## src/rtl/csr_rmw_sequencer_if.sv

```systemverilog
// Bundle of the sequencer's request, CSR-file, response and status signals.
// master: issue/commit/CSR-file side (drives requests, read data, rsp_ready, fpu_pending).
// slave:  the sequencer (drives req_ready, CSR strobes, response, busy, stall_count).
interface csr_rmw_sequencer_if #(
  parameter int NUM_WARPS     = 4,
  parameter int NW_BITS       = 2,
  parameter int UUID_BITS     = 44,
  parameter int CSR_ADDR_BITS = 12,
  parameter int PERF_CTR_BITS = 44
);
  // request from issue
  logic                     req_valid;
  logic                     req_ready;
  logic [UUID_BITS-1:0]     req_uuid;
  logic [NW_BITS-1:0]       req_wid;
  logic [CSR_ADDR_BITS-1:0] req_addr;
  logic [1:0]               req_op;
  logic [31:0]              req_src;
  logic                     req_src_zero;
  logic [4:0]               req_rd;
  logic [NUM_WARPS-1:0]     fpu_pending;
  // CSR data file
  logic                     csr_read_enable;
  logic [UUID_BITS-1:0]     csr_read_uuid;
  logic [CSR_ADDR_BITS-1:0] csr_read_addr;
  logic [NW_BITS-1:0]       csr_read_wid;
  logic [31:0]              csr_read_data;
  logic                     csr_write_enable;
  logic [UUID_BITS-1:0]     csr_write_uuid;
  logic [CSR_ADDR_BITS-1:0] csr_write_addr;
  logic [NW_BITS-1:0]       csr_write_wid;
  logic [31:0]              csr_write_data;
  // response to commit
  logic                     rsp_valid;
  logic                     rsp_ready;
  logic [UUID_BITS-1:0]     rsp_uuid;
  logic [NW_BITS-1:0]       rsp_wid;
  logic [4:0]               rsp_rd;
  logic [31:0]              rsp_data;
  // status
  logic                     busy;
  logic [PERF_CTR_BITS-1:0] stall_count;

  modport master (
    output req_valid, req_uuid, req_wid, req_addr, req_op, req_src, req_src_zero, req_rd,
    output fpu_pending, csr_read_data, rsp_ready,
    input  req_ready, csr_read_enable, csr_read_uuid, csr_read_addr, csr_read_wid,
    input  csr_write_enable, csr_write_uuid, csr_write_addr, csr_write_wid, csr_write_data,
    input  rsp_valid, rsp_uuid, rsp_wid, rsp_rd, rsp_data, busy, stall_count
  );

  modport slave (
    input  req_valid, req_uuid, req_wid, req_addr, req_op, req_src, req_src_zero, req_rd,
    input  fpu_pending, csr_read_data, rsp_ready,
    output req_ready, csr_read_enable, csr_read_uuid, csr_read_addr, csr_read_wid,
    output csr_write_enable, csr_write_uuid, csr_write_addr, csr_write_wid, csr_write_data,
    output rsp_valid, rsp_uuid, rsp_wid, rsp_rd, rsp_data, busy, stall_count
  );
endinterface

```

## src/rtl/csr_rmw_sequencer.sv

```systemverilog
// CSR read-modify-write sequencer (CSRRW/CSRRS/CSRRC) between issue and the CSR data file.
// Latency: accept -> rsp_valid in 2 cycles (no write) or 3 cycles (with write); one request in flight.
// Backpressure: req_ready low while busy or while an FP-flag CSR hits a warp with FPU ops pending;
// the response is held stable until rsp_ready.
// Ports: clk, reset (async, active-high), bus (slave modport: request, CSR file, response, status).
module csr_rmw_sequencer #(
  parameter int NUM_WARPS     = 4,
  parameter int NW_BITS       = 2,
  parameter int UUID_BITS     = 44,
  parameter int CSR_ADDR_BITS = 12,
  parameter int PERF_CTR_BITS = 44
) (
  input  logic                  clk,
  input  logic                  reset,
  csr_rmw_sequencer_if.slave    bus
);

  localparam logic [CSR_ADDR_BITS-1:0] ADDR_FFLAGS = CSR_ADDR_BITS'(12'h001);
  localparam logic [CSR_ADDR_BITS-1:0] ADDR_FCSR   = CSR_ADDR_BITS'(12'h003);

  localparam logic [1:0] OP_RO = 2'b00;
  localparam logic [1:0] OP_RW = 2'b01;
  localparam logic [1:0] OP_RS = 2'b10;
  localparam logic [1:0] OP_RC = 2'b11;

  typedef enum logic [1:0] {S_IDLE, S_READ, S_WRITE, S_RESP} state_t;

  state_t                   state_q;
  logic [UUID_BITS-1:0]     uuid_q;
  logic [NW_BITS-1:0]       wid_q;
  logic [CSR_ADDR_BITS-1:0] addr_q;
  logic [1:0]               op_q;
  logic [31:0]              src_q;
  logic                     src_zero_q;
  logic [4:0]               rd_q;
  logic [31:0]              old_q;
  logic [31:0]              new_q;
  logic                     rd_en_q;
  logic                     wr_en_q;
  logic                     rsp_vld_q;
  logic [PERF_CTR_BITS-1:0] stall_q;

  logic        hz;
  logic        req_ready_w;
  logic [31:0] new_d;
  logic        do_write_d;
  logic [PERF_CTR_BITS-1:0] stall_d;

  // FRM (0x002) is deliberately absent: only the flag-carrying CSRs race with in-flight FPU ops.
  assign hz = ((bus.req_addr == ADDR_FFLAGS) || (bus.req_addr == ADDR_FCSR))
              && bus.fpu_pending[bus.req_wid];

  // Combinational so a dropping fpu_pending releases a stalled request in the same cycle.
  assign req_ready_w = (state_q == S_IDLE) && !hz;

  always_comb begin
    new_d = bus.csr_read_data;
    case (op_q)
      OP_RW:   new_d = src_q;
      OP_RS:   new_d = bus.csr_read_data | src_q;
      OP_RC:   new_d = bus.csr_read_data & ~src_q;
      default: new_d = bus.csr_read_data;
    endcase
  end

  // Set/clear with a zero operand is architecturally a pure read: no write strobe.
  assign do_write_d = (op_q == OP_RW) || (((op_q == OP_RS) || (op_q == OP_RC)) && !src_zero_q);

  assign stall_d = stall_q + PERF_CTR_BITS'(1);

  always_ff @(posedge clk or posedge reset) begin
    if (reset) begin
      state_q    <= S_IDLE;
      uuid_q     <= '0;
      wid_q      <= '0;
      addr_q     <= '0;
      op_q       <= '0;
      src_q      <= '0;
      src_zero_q <= 1'b0;
      rd_q       <= '0;
      old_q      <= '0;
      new_q      <= '0;
      rd_en_q    <= 1'b0;
      wr_en_q    <= 1'b0;
      rsp_vld_q  <= 1'b0;
    end else begin
      case (state_q)
        S_IDLE: begin
          if (bus.req_valid && req_ready_w) begin
            uuid_q     <= bus.req_uuid;
            wid_q      <= bus.req_wid;
            addr_q     <= bus.req_addr;
            op_q       <= bus.req_op;
            src_q      <= bus.req_src;
            src_zero_q <= bus.req_src_zero;
            rd_q       <= bus.req_rd;
            rd_en_q    <= 1'b1;
            state_q    <= S_READ;
          end
        end
        S_READ: begin
          old_q   <= bus.csr_read_data;
          new_q   <= new_d;
          rd_en_q <= 1'b0;
          if (do_write_d) begin
            wr_en_q <= 1'b1;
            state_q <= S_WRITE;
          end else begin
            rsp_vld_q <= 1'b1;
            state_q   <= S_RESP;
          end
        end
        S_WRITE: begin
          wr_en_q   <= 1'b0;
          rsp_vld_q <= 1'b1;
          state_q   <= S_RESP;
        end
        S_RESP: begin
          if (bus.rsp_ready) begin
            rsp_vld_q <= 1'b0;
            state_q   <= S_IDLE;
          end
        end
        default: begin
          rd_en_q   <= 1'b0;
          wr_en_q   <= 1'b0;
          rsp_vld_q <= 1'b0;
          state_q   <= S_IDLE;
        end
      endcase
    end
  end

  // Counts every refused request cycle, hazard or busy alike; wraps naturally.
  always_ff @(posedge clk or posedge reset) begin
    if (reset) begin
      stall_q <= '0;
    end else if (bus.req_valid && !req_ready_w) begin
      stall_q <= stall_d;
    end
  end

  assign bus.req_ready        = req_ready_w;
  assign bus.csr_read_enable  = rd_en_q;
  assign bus.csr_read_uuid    = uuid_q;
  assign bus.csr_read_addr    = addr_q;
  assign bus.csr_read_wid     = wid_q;
  assign bus.csr_write_enable = wr_en_q;
  assign bus.csr_write_uuid   = uuid_q;
  assign bus.csr_write_addr   = addr_q;
  assign bus.csr_write_wid    = wid_q;
  assign bus.csr_write_data   = new_q;
  assign bus.rsp_valid        = rsp_vld_q;
  assign bus.rsp_uuid         = uuid_q;
  assign bus.rsp_wid          = wid_q;
  assign bus.rsp_rd           = rd_q;
  assign bus.rsp_data         = old_q;
  assign bus.busy             = (state_q != S_IDLE);
  assign bus.stall_count      = stall_q;

endmodule

```

## src/flat_wrapper.sv

```systemverilog
// flat-port wrapper written by rule: the top's interface ports become plain ports
module csr_rmw_sequencer_flat 
#(
  parameter int NUM_WARPS     = 4,
  parameter int NW_BITS       = 2,
  parameter int UUID_BITS     = 44,
  parameter int CSR_ADDR_BITS = 12,
  parameter int PERF_CTR_BITS = 44
)
  (clk, reset, bus_req_valid, bus_req_uuid, bus_req_wid, bus_req_addr, bus_req_op, bus_req_src, bus_req_src_zero, bus_req_rd, bus_fpu_pending, bus_csr_read_data, bus_rsp_ready, bus_req_ready, bus_csr_read_enable, bus_csr_read_uuid, bus_csr_read_addr, bus_csr_read_wid, bus_csr_write_enable, bus_csr_write_uuid, bus_csr_write_addr, bus_csr_write_wid, bus_csr_write_data, bus_rsp_valid, bus_rsp_uuid, bus_rsp_wid, bus_rsp_rd, bus_rsp_data, bus_busy, bus_stall_count);
  csr_rmw_sequencer_if #(.NUM_WARPS(NUM_WARPS), .NW_BITS(NW_BITS), .UUID_BITS(UUID_BITS), .CSR_ADDR_BITS(CSR_ADDR_BITS), .PERF_CTR_BITS(PERF_CTR_BITS)) bus_i ();
  input  logic clk;
  input  logic reset;
  input wire logic [$bits(bus_i.req_valid)-1:0] bus_req_valid;
  input wire logic [$bits(bus_i.req_uuid)-1:0] bus_req_uuid;
  input wire logic [$bits(bus_i.req_wid)-1:0] bus_req_wid;
  input wire logic [$bits(bus_i.req_addr)-1:0] bus_req_addr;
  input wire logic [$bits(bus_i.req_op)-1:0] bus_req_op;
  input wire logic [$bits(bus_i.req_src)-1:0] bus_req_src;
  input wire logic [$bits(bus_i.req_src_zero)-1:0] bus_req_src_zero;
  input wire logic [$bits(bus_i.req_rd)-1:0] bus_req_rd;
  input wire logic [$bits(bus_i.fpu_pending)-1:0] bus_fpu_pending;
  input wire logic [$bits(bus_i.csr_read_data)-1:0] bus_csr_read_data;
  input wire logic [$bits(bus_i.rsp_ready)-1:0] bus_rsp_ready;
  output wire logic [$bits(bus_i.req_ready)-1:0] bus_req_ready;
  output wire logic [$bits(bus_i.csr_read_enable)-1:0] bus_csr_read_enable;
  output wire logic [$bits(bus_i.csr_read_uuid)-1:0] bus_csr_read_uuid;
  output wire logic [$bits(bus_i.csr_read_addr)-1:0] bus_csr_read_addr;
  output wire logic [$bits(bus_i.csr_read_wid)-1:0] bus_csr_read_wid;
  output wire logic [$bits(bus_i.csr_write_enable)-1:0] bus_csr_write_enable;
  output wire logic [$bits(bus_i.csr_write_uuid)-1:0] bus_csr_write_uuid;
  output wire logic [$bits(bus_i.csr_write_addr)-1:0] bus_csr_write_addr;
  output wire logic [$bits(bus_i.csr_write_wid)-1:0] bus_csr_write_wid;
  output wire logic [$bits(bus_i.csr_write_data)-1:0] bus_csr_write_data;
  output wire logic [$bits(bus_i.rsp_valid)-1:0] bus_rsp_valid;
  output wire logic [$bits(bus_i.rsp_uuid)-1:0] bus_rsp_uuid;
  output wire logic [$bits(bus_i.rsp_wid)-1:0] bus_rsp_wid;
  output wire logic [$bits(bus_i.rsp_rd)-1:0] bus_rsp_rd;
  output wire logic [$bits(bus_i.rsp_data)-1:0] bus_rsp_data;
  output wire logic [$bits(bus_i.busy)-1:0] bus_busy;
  output wire logic [$bits(bus_i.stall_count)-1:0] bus_stall_count;
  assign bus_i.req_valid = bus_req_valid;
  assign bus_i.req_uuid = bus_req_uuid;
  assign bus_i.req_wid = bus_req_wid;
  assign bus_i.req_addr = bus_req_addr;
  assign bus_i.req_op = bus_req_op;
  assign bus_i.req_src = bus_req_src;
  assign bus_i.req_src_zero = bus_req_src_zero;
  assign bus_i.req_rd = bus_req_rd;
  assign bus_i.fpu_pending = bus_fpu_pending;
  assign bus_i.csr_read_data = bus_csr_read_data;
  assign bus_i.rsp_ready = bus_rsp_ready;
  assign bus_req_ready = bus_i.req_ready;
  assign bus_csr_read_enable = bus_i.csr_read_enable;
  assign bus_csr_read_uuid = bus_i.csr_read_uuid;
  assign bus_csr_read_addr = bus_i.csr_read_addr;
  assign bus_csr_read_wid = bus_i.csr_read_wid;
  assign bus_csr_write_enable = bus_i.csr_write_enable;
  assign bus_csr_write_uuid = bus_i.csr_write_uuid;
  assign bus_csr_write_addr = bus_i.csr_write_addr;
  assign bus_csr_write_wid = bus_i.csr_write_wid;
  assign bus_csr_write_data = bus_i.csr_write_data;
  assign bus_rsp_valid = bus_i.rsp_valid;
  assign bus_rsp_uuid = bus_i.rsp_uuid;
  assign bus_rsp_wid = bus_i.rsp_wid;
  assign bus_rsp_rd = bus_i.rsp_rd;
  assign bus_rsp_data = bus_i.rsp_data;
  assign bus_busy = bus_i.busy;
  assign bus_stall_count = bus_i.stall_count;
  csr_rmw_sequencer #(.NUM_WARPS(NUM_WARPS), .NW_BITS(NW_BITS), .UUID_BITS(UUID_BITS), .CSR_ADDR_BITS(CSR_ADDR_BITS), .PERF_CTR_BITS(PERF_CTR_BITS)) u_core (.clk(clk), .reset(reset), .bus(bus_i));
endmodule
```

## config.mk

```make
export PLATFORM = sky130hd
export DESIGN_NAME = csr_rmw_sequencer_flat
export DESIGN_NICKNAME = d
export VERILOG_FILES = /design/src/rtl/csr_rmw_sequencer_if.sv /design/src/rtl/csr_rmw_sequencer.sv /design/src/flat_wrapper.sv
export SDC_FILE = /design/constraint.sdc
export NUM_CORES = 1
export LEC_CHECK = 0
export BUFFER_PORTS_ARGS = -buffer_cell sky130_fd_sc_hd__clkbuf_2
export CAP_MARGIN = 20
export CORE_ASPECT_RATIO = 0.5
export CORE_MARGIN = 2
export CORE_UTILIZATION = 37
export DETAILED_ROUTE_END_ITERATION = 10
export GPL_ROUTABILITY_DRIVEN = 0
export RECOVER_POWER = 25
export SLEW_MARGIN = 10
export SYNTH_ARGS = -nofsm -noshare
export SYNTH_HDL_FRONTEND = slang
export SYNTH_SLANG_ARGS = --single-unit
```

## constraint.sdc

```tcl
create_clock -name clk -period 9.5 [get_ports clk]
set_input_delay 1.425 -clock clk [delete_from_list [all_inputs] [get_ports clk]]
set_output_delay 1.425 -clock clk [all_outputs]
set_load 0.005 [all_outputs]
```

# Word level (Yosys, flattened, before mapping)
# Index checks and enable logic that the tools add are counted.
dict set report totals {
  inputBits 138
  regBits 211
  elab_cells 66
}
dict set report op_classes {
  bitwise 3
  reduce_logical 21
  n_addsub 1
  eq_ne 12
  magnitude_cmp 1
  muxes 14
}
# operator n
set ops {}
lappend ops {{$pmux 32 s3} 1}
lappend ops {{$add 44x1->44 const B} 1}
lappend ops {{$and 32x32->32} 1}
lappend ops {{$not 32->32} 1}
lappend ops {{$or 32x32->32} 1}
lappend ops {{$eq 12x1->1 const B} 1}
lappend ops {{$eq 12x2->1 const B} 1}
lappend ops {{$eq 2x2->1 const B} 4}
lappend ops {{$pmux 2 s4} 1}
lappend ops {{$reduce_and 2->1} 4}
lappend ops {{$mux 1} 6}
lappend ops {{$ne 2x2->1 const B} 3}
lappend ops {{$reduce_bool 2->1} 3}
lappend ops {{$logic_and 1x1->1} 5}
lappend ops {{$eq 2x1->1 const B} 2}
lappend ops {{$mux 2} 2}
lappend ops {{$pmux 1 s2} 2}
lappend ops {{$logic_not 1->1} 3}
lappend ops {{$logic_or 1x1->1} 3}
lappend ops {{$lt 2x3->1 const B} 1}
lappend ops {{$pmux 1 s3} 1}
lappend ops {{$reduce_and 3->1} 1}
lappend ops {{$reduce_bool 3->1} 1}
lappend ops {{$bmux 1 s2} 1}
lappend ops {{other kinds (2)} 2}

# Logic depth before layout (Yosys ltp)
# Gate-level depths: netlist of run 1.
dict set report logic_depth {
  word_depth 8
  ltp_mapped 9
  mapped_depth_nobuf 7
}

# Least setup slack after synthesis of run 1
# Ideal clock, no wire load.
dict set report synth_path {
  path_kind {input port to output port}
  start {input bus_req_wid[0]}
  end {output bus_req_ready}
  path_buffers 0
  cell_stages 3
  arrival_ns 2.244
  setup_slack_ns 5.831
  path_cell_list {mux4_2 a41o_2 inv_1}
}
dict set report synth_between {
  elab_chain_len 5
}
# item line_no
set synth_lines {}
lappend synth_lines {{start: declaration} flat_wrapper.sv:16} ;# input wire logic [$bits(bus_i.req_wid)-1:0] bus_req_wid;
lappend synth_lines {{$bmux 1 s2} csr_rmw_sequencer.sv:51} ;# && bus.fpu_pending[bus.req_wid];
lappend synth_lines {{$mux 1 (implied by the code)} csr_rmw_sequencer.sv:51}
lappend synth_lines {{$logic_and 1x1->1} csr_rmw_sequencer.sv:51}
lappend synth_lines {{$logic_not 1->1} csr_rmw_sequencer.sv:54} ;# assign req_ready_w = (state_q == S_IDLE) && !hz;
lappend synth_lines {{$logic_and 1x1->1} csr_rmw_sequencer.sv:54}
lappend synth_lines {{end: declaration} flat_wrapper.sv:25} ;# output wire logic [$bits(bus_i.req_ready)-1:0] bus_req_ready;
# No other way between the ends. The select of a mux whose other input is x is not followed.

==> key figures, run 1 <==
Run status
  – Status: finished with violations
  – Failing checks: capacitance limit, slew limit

GRT
  – First-pass GRT wire length: 40.4 mm
  – Vias in the first global route: 7,042
  – Overall Global Routing Usage: 17.8%
  – Largest net degree at the start of global routing: 137
  – Initial antenna violation count: 0
  – Gr ovfl total: 0

Timing
  – Clock skew: about 0.0075 ns
  – Setup Viol. Count Final: 0
  – RSZ-0062 raised after global routing: false
  – Max Freq: 182 MHz
  – Tmin final: 5.50 ns
  – Final worst setup slack: ~4.0 ns
  – Max-slew violations: 209
  – Worst-Margin Slew: 6.12 ns
  – Post-Route Setup TNS: 0 ns
  – Period utilization: slightly below 60%
  – Relative slew slack: -310%
  – Final Hold Viols: 0

Detailed routing
  – Via count: approximately 7.1k
  – Routed WL: 26.5 mm
  – Wire per inst: 17.8 um
  – Pre-antenna DRT Iters: 4
  – Starting DRT DRC Count: 395
  – Via density: 4.81
  – Post-DRT Antenna Nets: 0
  – # DRC: 0

Floorplanning
  – Std cell rows: 42
  – Die W: 237 um
  – Full die area: 28,600 um2
  – Initial core utilization: ~38%
  – Die Y: 121 um
  – IO Pins: 418
  – Core Area: approximately 27,000 um2

Power and ir drop
  – Leak: 6.04 nW
  – P_sw: ~0.0014 W
  – Power Density: 336 nW/um2
  – Net Sw Frac: 34.7%
  – Power, Total: 0.00416 W
  – Peak VDD IR: 0.118 mV
  – Combinational power share: 41.3%
  – Sequential share of power: between 30% and 40%
  – Clk pwr share: between 20% and 30%
  – Int Power: 0.00272 W

Worst setup path
  – CP Cell Sequence: clkbuf_2 > clkinvlp_2
  – Worst Path Required: 8.99 ns
  – Crit end category: async pin
  – CP startpoint: reset
  – Max incr delay on CP: 3.38 ns
  – R2R Setup Slk: 5.16 ns
  – Kind of critical path: in2async
  – Critical path's slowest cell: clkinvlp_2
  – Crit-path max FO: 136
  – Crit path launch type: primary input
  – Reg2reg start: u_core.state_q[1]$_DFFE_PP0P_
  – CP bufs+invs: 2
  – Crit path max-delay family: buffers and inverters
  – WP data arrival: 5.00 ns

Synth
  – Synth Cell Area: 10,100 um2
  – Ys Warns: 0
  – Top FF cell, synth: dfrtp_1
  – Synthesized area per cell: roughly 12 um2
  – Post-synth EDFFs: 0
  – Sequential fraction of the synthesis area: 52.4%
  – Yosys cell types: 45
  – Asr flop ratio synth: 100%
  – Mapped Nets: 953
  – Post-Syn Instances: 809
  – Synthesized flop and latch total: 211

Final layout
  – Share of cells above drive strength 1: a little under three fifths
  – Footprint of the multi-input gates: 3730 um2
  – Ant diodes: 0
  – Most common cell after layout, fill and taps aside: clkbuf_2
  – Synthesis-to-layout area growth: 23.0%
  – Fillers: approximately 2.5k
  – Final core utilization: 46.6%
  – Layout Nets: 1,261
  – Most frequent cells in the layout: clkbuf_2 (417), dfrtp_1 (210), mux2_2 (148), a21oi_1 (55), xnor2_1 (50)
  – Storage cell area: 5280 um2

Clock network
  – Setup Fix Bufs, Post-CTS: 0
  – CTS resizes: 0
  – Hold_buf cts: 0
  – CTS tree: yes
  – Clock buffer depth: 3
  – H-tree levels: 1
  – Clk_lat worst skew: 0.51 ns
  – Clock Sinks: 211
  – Root Driver: clkbuf_16
  – Clk slew on worst S/H paths: 0.06 ns
  – CTS buffer count: 21

Placed design
  – Dpl hpwl: 19.1 mm
  – IO Port Bufs: ~420
  – Setup WS pre-CTS: around 5.3 ns

Hold path
  – Hold Startpoint: u_core.bus.stall_count[43]$_DFFE_PP0P_
  – Min-delay worst type: reg2reg

Run
  – MaxCap Viol Count: 2
## per-stage QoR
step	instances	hold slack, ns	area [um2]
2_1_floorplan	809	0.465	10100
3_3_place_gp	1444	0.454	11700
3_5_place_dp	1444	0.468	11700
4_1_cts	1482	0.480	12300
5_1_grt	1484	0.505	12400
6_report	1484	0.475	12400
## power groups by stage
stage                     logic (W)  registers [W]  clock network, W
after floorplan             0.00128        0.00158                 0
after global placement      0.00169        0.00160                 0
after detailed placement    0.00172        0.00162                 0
after CTS                   0.00172        0.00161          0.000866
after global routing        0.00189        0.00166          0.000902
final                       0.00172        0.00161          0.000834
## synth_stat cells (all sizes together) (2+ instances only)
master | count | share of area, %
and3 | 8 | 0.50
a31oi | 6 | 0.37
a22o | 2 | 0.17
ha | 6 | 0.75
nand2 | 24 | 0.89
o211ai | 5 | 0.37
nand4 | 22 | 1.4
nor2 | 18 | 0.67
nor3 | 11 | 0.65
nor4b | 2 | 0.32
xnor2 | 50 | 4.3
or2 | 2 | 0.12
and2 | 2 | 0.15
a21oi | 55 | 2.7
nor2b | 5 | 0.31
inv | 18 | 0.67
nand3 | 16 | 1.0
o21ai | 10 | 0.50
mux2 | 157 | 18
nor4 | 8 | 0.96
xor2 | 20 | 1.7
dfrtp | 211 | 52
a211oi | 5 | 0.37
clkbuf | 19 | 0.71
buf | 120 | 9.1
## final timing paths
path / endpoint / cells after the start
max: u_core.bus.stall_count[13]$_DFFE_PP0P_ / 2
min: u_core.bus.stall_count[43]$_DFFE_PP0P_ / 1
max reg2reg: u_core.bus.rsp_valid$_DFFE_PP0P_ / 5
min reg2reg: u_core.bus.stall_count[43]$_DFFE_PP0P_ / 1
max in group clk: u_core.bus.rsp_valid$_DFFE_PP0P_ / 5
min in group asynchronous: u_core.bus.rsp_rd[2]$_DFFE_PP0P_ / 2
## flip-flops by register name (all words and copies together) (netlist names)
register	cells
u_core.bus.csr_read_uuid	44
u_core.bus.stall_count	44
u_core.bus.csr_read_addr	12
u_core.src_zero_q	1
u_core.bus.rsp_rd	5
u_core.bus.csr_write_data	32
u_core.src_q	32
u_core.op_q	2
u_core.bus.rsp_valid	1
u_core.bus.csr_write_enable	1
u_core.bus.rsp_data	32
u_core.bus.csr_read_wid	2
u_core.bus.csr_read_enable	1
u_core.state_q	2
## area by class of cell
class	instances	share of cell area, %
Clock buffer	30	4.92
Clock inverter	8	0.586
Inverter	18	0.556
Multi-Input combinational cell	441	30.2
Sequential cell	211	42.7
Tap cell	352	3.56
Timing Repair Buffer	424	17.5
## per-layer routing
metal  track usage (%)  share of wire, %  wire, um
met5                 0                 0         0
met2              31.5                51     13600
met4              3.62               1.8       487
met1              22.8                43     11400
met3              3.47               3.8      1010
## kinds of logic after synthesis
| group | share of synthesized area (%) |
|---|---|
| AO/OA/AOI/OAI | 4.87 |
| XOR/XNOR | 6.09 |
| adder cells (fa/ha/maj) | 0.746 |
| buffers and inverters | 10.5 |
| flip-flops | 52.4 |
| multiplexers | 18.1 |
| AND/OR/NAND/NOR | 7.21 |
No activity file was read; power rests on OpenSTA's default activity.
==> run 2, diff against run 1 <==
==> constraint.sdc (replaced) <==
create_clock -name clk -period 5.6 [get_ports clk]
set_input_delay 0.84 -clock clk [delete_from_list [all_inputs] [get_ports clk]]
set_output_delay 0.84 -clock clk [all_outputs]
set_load 0.005 [all_outputs]
==> run 2 against run 1 <==
Net effect: first-iteration DRC count fell by 21%; the run now ends clean; wire length rose by 2.5%; utilization barely moved; clock power rose by 70%; final cell count rose by 0.13%; critical path depth rose by 3; cell area barely moved; via count rose by 0.83%.
==> key figures, run 2 (synthesized netlist as in run 1, its figures left out) <==
Timing
  – Max Freq: 345 MHz
  – Clock skew: 0.0128 ns (was 0.00751 ns)
  – RSZ-0062 raised after global routing: false (unchanged)
  – Final Hold Viols: 0 (unchanged)
  – Post-Route Setup TNS: 0 ns (unchanged)
  – Setup Viol. Count Final: 0 (unchanged)
  – Worst-Margin Slew: 0.909 ns (was 6.12 ns)
  – Tmin final: 2.90 ns
  – Period utilization: between 50% and 60%
  – Max-slew violations: 0 (was 209)
  – Relative slew slack: 39.4% (was -310%)

Clock network
  – Clk_lat worst skew: 0.51 ns (about the same)
  – CTS buffer count: 21 (unchanged)
  – Clock Sinks: 211 (unchanged)
  – Clk slew on worst S/H paths: 0.06 ns (about the same)
  – CTS tree: yes (unchanged)
  – Setup Fix Bufs, Post-CTS: 0 (unchanged)
  – CTS resizes: 0 (unchanged)
  – H-tree levels: 1 (unchanged)
  – Clock buffer depth: 3 (unchanged)
  – Root Driver: clkbuf_16 (unchanged)
  – Hold_buf cts: 0 (unchanged)

GRT
  – Overall Global Routing Usage: 18.4% (was 17.8%)
  – Vias in the first global route: 7,235 (was 7,042)
  – First-pass GRT wire length: 41.3 mm (was 40.4 mm)
  – Largest net degree at the start of global routing: 142 (was 137)
  – Initial antenna violation count: 3 (was 0)
  – Gr ovfl total: 0 (unchanged)

Final layout
  – Fillers: 2,490 (was 2,477)
  – Non-filler cells, final: 1,486 (was 1,484)
  – Share of cells above drive strength 1: 56.6% (was 56.3%)
  – Most common cell after layout, fill and taps aside: clkbuf_2 (unchanged)
  – Final instance area: 12,400 um2 (about the same)
  – Most frequent cells in the layout: clkbuf_2 (417), dfrtp_1 (210), mux2_2 (148), a21oi_1 (55), xnor2_1 (50) (unchanged)
  – Layout Nets: 1,261 (unchanged)
  – Synthesis-to-layout area growth: 23.0% (about the same)

Worst setup path
  – Crit-path max FO: 8 (was 136)
  – WP data arrival: 2.06 ns (was 5.00 ns)
  – Crit path launch type: primary input (unchanged)
  – Cell mode on critical path: clkbuf_2
  – Kind of critical path: in2out (was in2async)
  – Worst Path Required: 4.76 ns (was 8.99 ns)
  – Max incr delay on CP: 0.54 ns (was 3.38 ns)
  – Critical path's slowest cell: mux4_2 (was clkinvlp_2)
  – CP Cell Sequence: clkbuf_2 > mux4_2 > a41o_2 > inv_1 > clkbuf_2 (was clkbuf_2 > clkinvlp_2)
  – Crit end category: primary output (was async pin)

Power and ir drop
  – Leak: 6.04 nW (about the same)
  – Peak VDD IR: 0.186 mV (was 0.118 mV)
  – Sequential share of power: 38.9% (was 38.6%)
  – P_sw: 0.00250 W (was 0.00144 W)
  – Combinational power share: 41.1% (was 41.3%)
  – Clk pwr share: 20.0% (about the same)
  – Net Sw Frac: 35.2% (was 34.7%)
  – Int Power: 0.00459 W (was 0.00272 W)
  – Power Density: 572 nW/um2 (was 336 nW/um2)

Detailed routing
  – Via count: 7,191 (was 7,132)
  – Post-DRT Antenna Nets: 0 (unchanged)
  – Wire per inst: 18.3 um (was 17.8 um)
  – Routed WL: 27.1 mm (was 26.5 mm)
  – # DRC: 0 (unchanged)
  – Via density: 4.84 (was 4.81)
  – Starting DRT DRC Count: 311 (was 395)
  – Pre-antenna DRT Iters: 6 (was 4)

Placed design
  – IO Port Bufs: 417 (unchanged)
  – Cell Area, Placed: 11,700 um2 (about the same)
  – Dpl hpwl: 20.0 mm (was 19.1 mm)
  – Dpl cells: 1,445 (was 1,444)

Floorplanning
  – Initial core utilization: 37.9% (unchanged)
  – Std cell rows: 42 (unchanged)
  – Die W: 237 um (unchanged)
  – Die Y: 121 um (unchanged)
  – Full die area: 28,600 um2 (unchanged)
  – IO Pins: 418 (unchanged)
  – Core Area: 26,600 um2 (unchanged)

Hold path
  – Min-delay worst type: in2async (was reg2reg)

Run status
  – Status: complete, no violations (was finished with violations)

Run
  – MaxCap Viol Count: 0 (was 2)
[run 2: cell types whose count changed in the layout (fill, tap and decap cells not counted), sizes merged]
cell,delta
clkinv,-2
buf,+2
clkinvlp,+2
clkbuf,-2
inv,-1
diode,+3
[run 2: worst paths after layout]
path | startpoint | to | slack [ns] | cells after the start
min in group clk | u_core.bus.stall_count[43]$_DFFE_PP0P_ | u_core.bus.stall_count[43]$_DFFE_PP0P_ | 0.47 | 1
setup / recovery | bus_req_wid[0] | bus_req_ready | 2.70 | 5
setup reg to reg | u_core.state_q[0]$_DFFE_PP0P_ | u_core.bus.stall_count[33]$_DFFE_PP0P_ | 3.03 | 7
hold / removal | reset | u_core.bus.rsp_data[6]$_DFFE_PP0P_ | 0.29 | 2
hold reg to reg | u_core.bus.stall_count[43]$_DFFE_PP0P_ | u_core.bus.stall_count[43]$_DFFE_PP0P_ | 0.47 | 1
max in group asynchronous | reset | u_core.bus.csr_read_uuid[22]$_DFFE_PP0P_ | 4.18 | 3
[run 2: layout make-up]
type | count | area (um2) | area share, %
sequential | 211 | 5280 | 42.6
multi-input combinational | 441 | 3740 | 30.2
clock buffer | 30 | 619 | 5.00
antenna | 3 | 7.51 | 0.0606
timing repair buffer | 424 | 2160 | 17.5
clock inverter | 7 | 65.1 | 0.525
tap | 352 | 440 | 3.56
inverter | 18 | 68.8 | 0.556
[run 2: critical path: cells and delay by family]
family | cells | cell delay [ns]
muxes | 1 | 0.54
AOI/OAI and AO/OA | 1 | 0.34
buffers and inverters | 3 | 0.33
[run 2: stage by stage]
stage / hold slack, ns / utilization [%] / total power, W / worst slack (ns)
final: 0.293 / 46.6 / 0.00709 / 2.70
after global routing: 0.306 / 46.6 / 0.00756 / 2.60
after CTS: 0.235 / 46.5 / 0.00718 / 2.69
after detailed placement: 0.456 / 43.9 / 0.00572 / 2.18
after global placement: 0.456 / 43.9 / 0.00563 / 2.25
after floorplan: 0.465 / - / 0.00484 / 2.02
[run 2: power groups by stage]
stage | Combinational, W | Sequential, W | Clock [W]
after global routing | 0.00319 | 0.00285 | 0.00152
after global placement | 0.00283 | 0.00279 | 0
final | 0.00291 | 0.00276 | 0.00142
after CTS | 0.00290 | 0.00281 | 0.00147
after floorplan | 0.00217 | 0.00268 | 0
after detailed placement | 0.00289 | 0.00283 | 0
[run 2: layer usage]
metal / vias to the layer above / GRT usage, % / routed length (um)
met4: 2 / 5.23 / 689
met2: 176 / 31.9 / 13900
met5: - / 0 / 16
met1: 3643 / 23.1 / 11200
li1: 3322 / - / -
met3: 48 / 4.25 / 1370
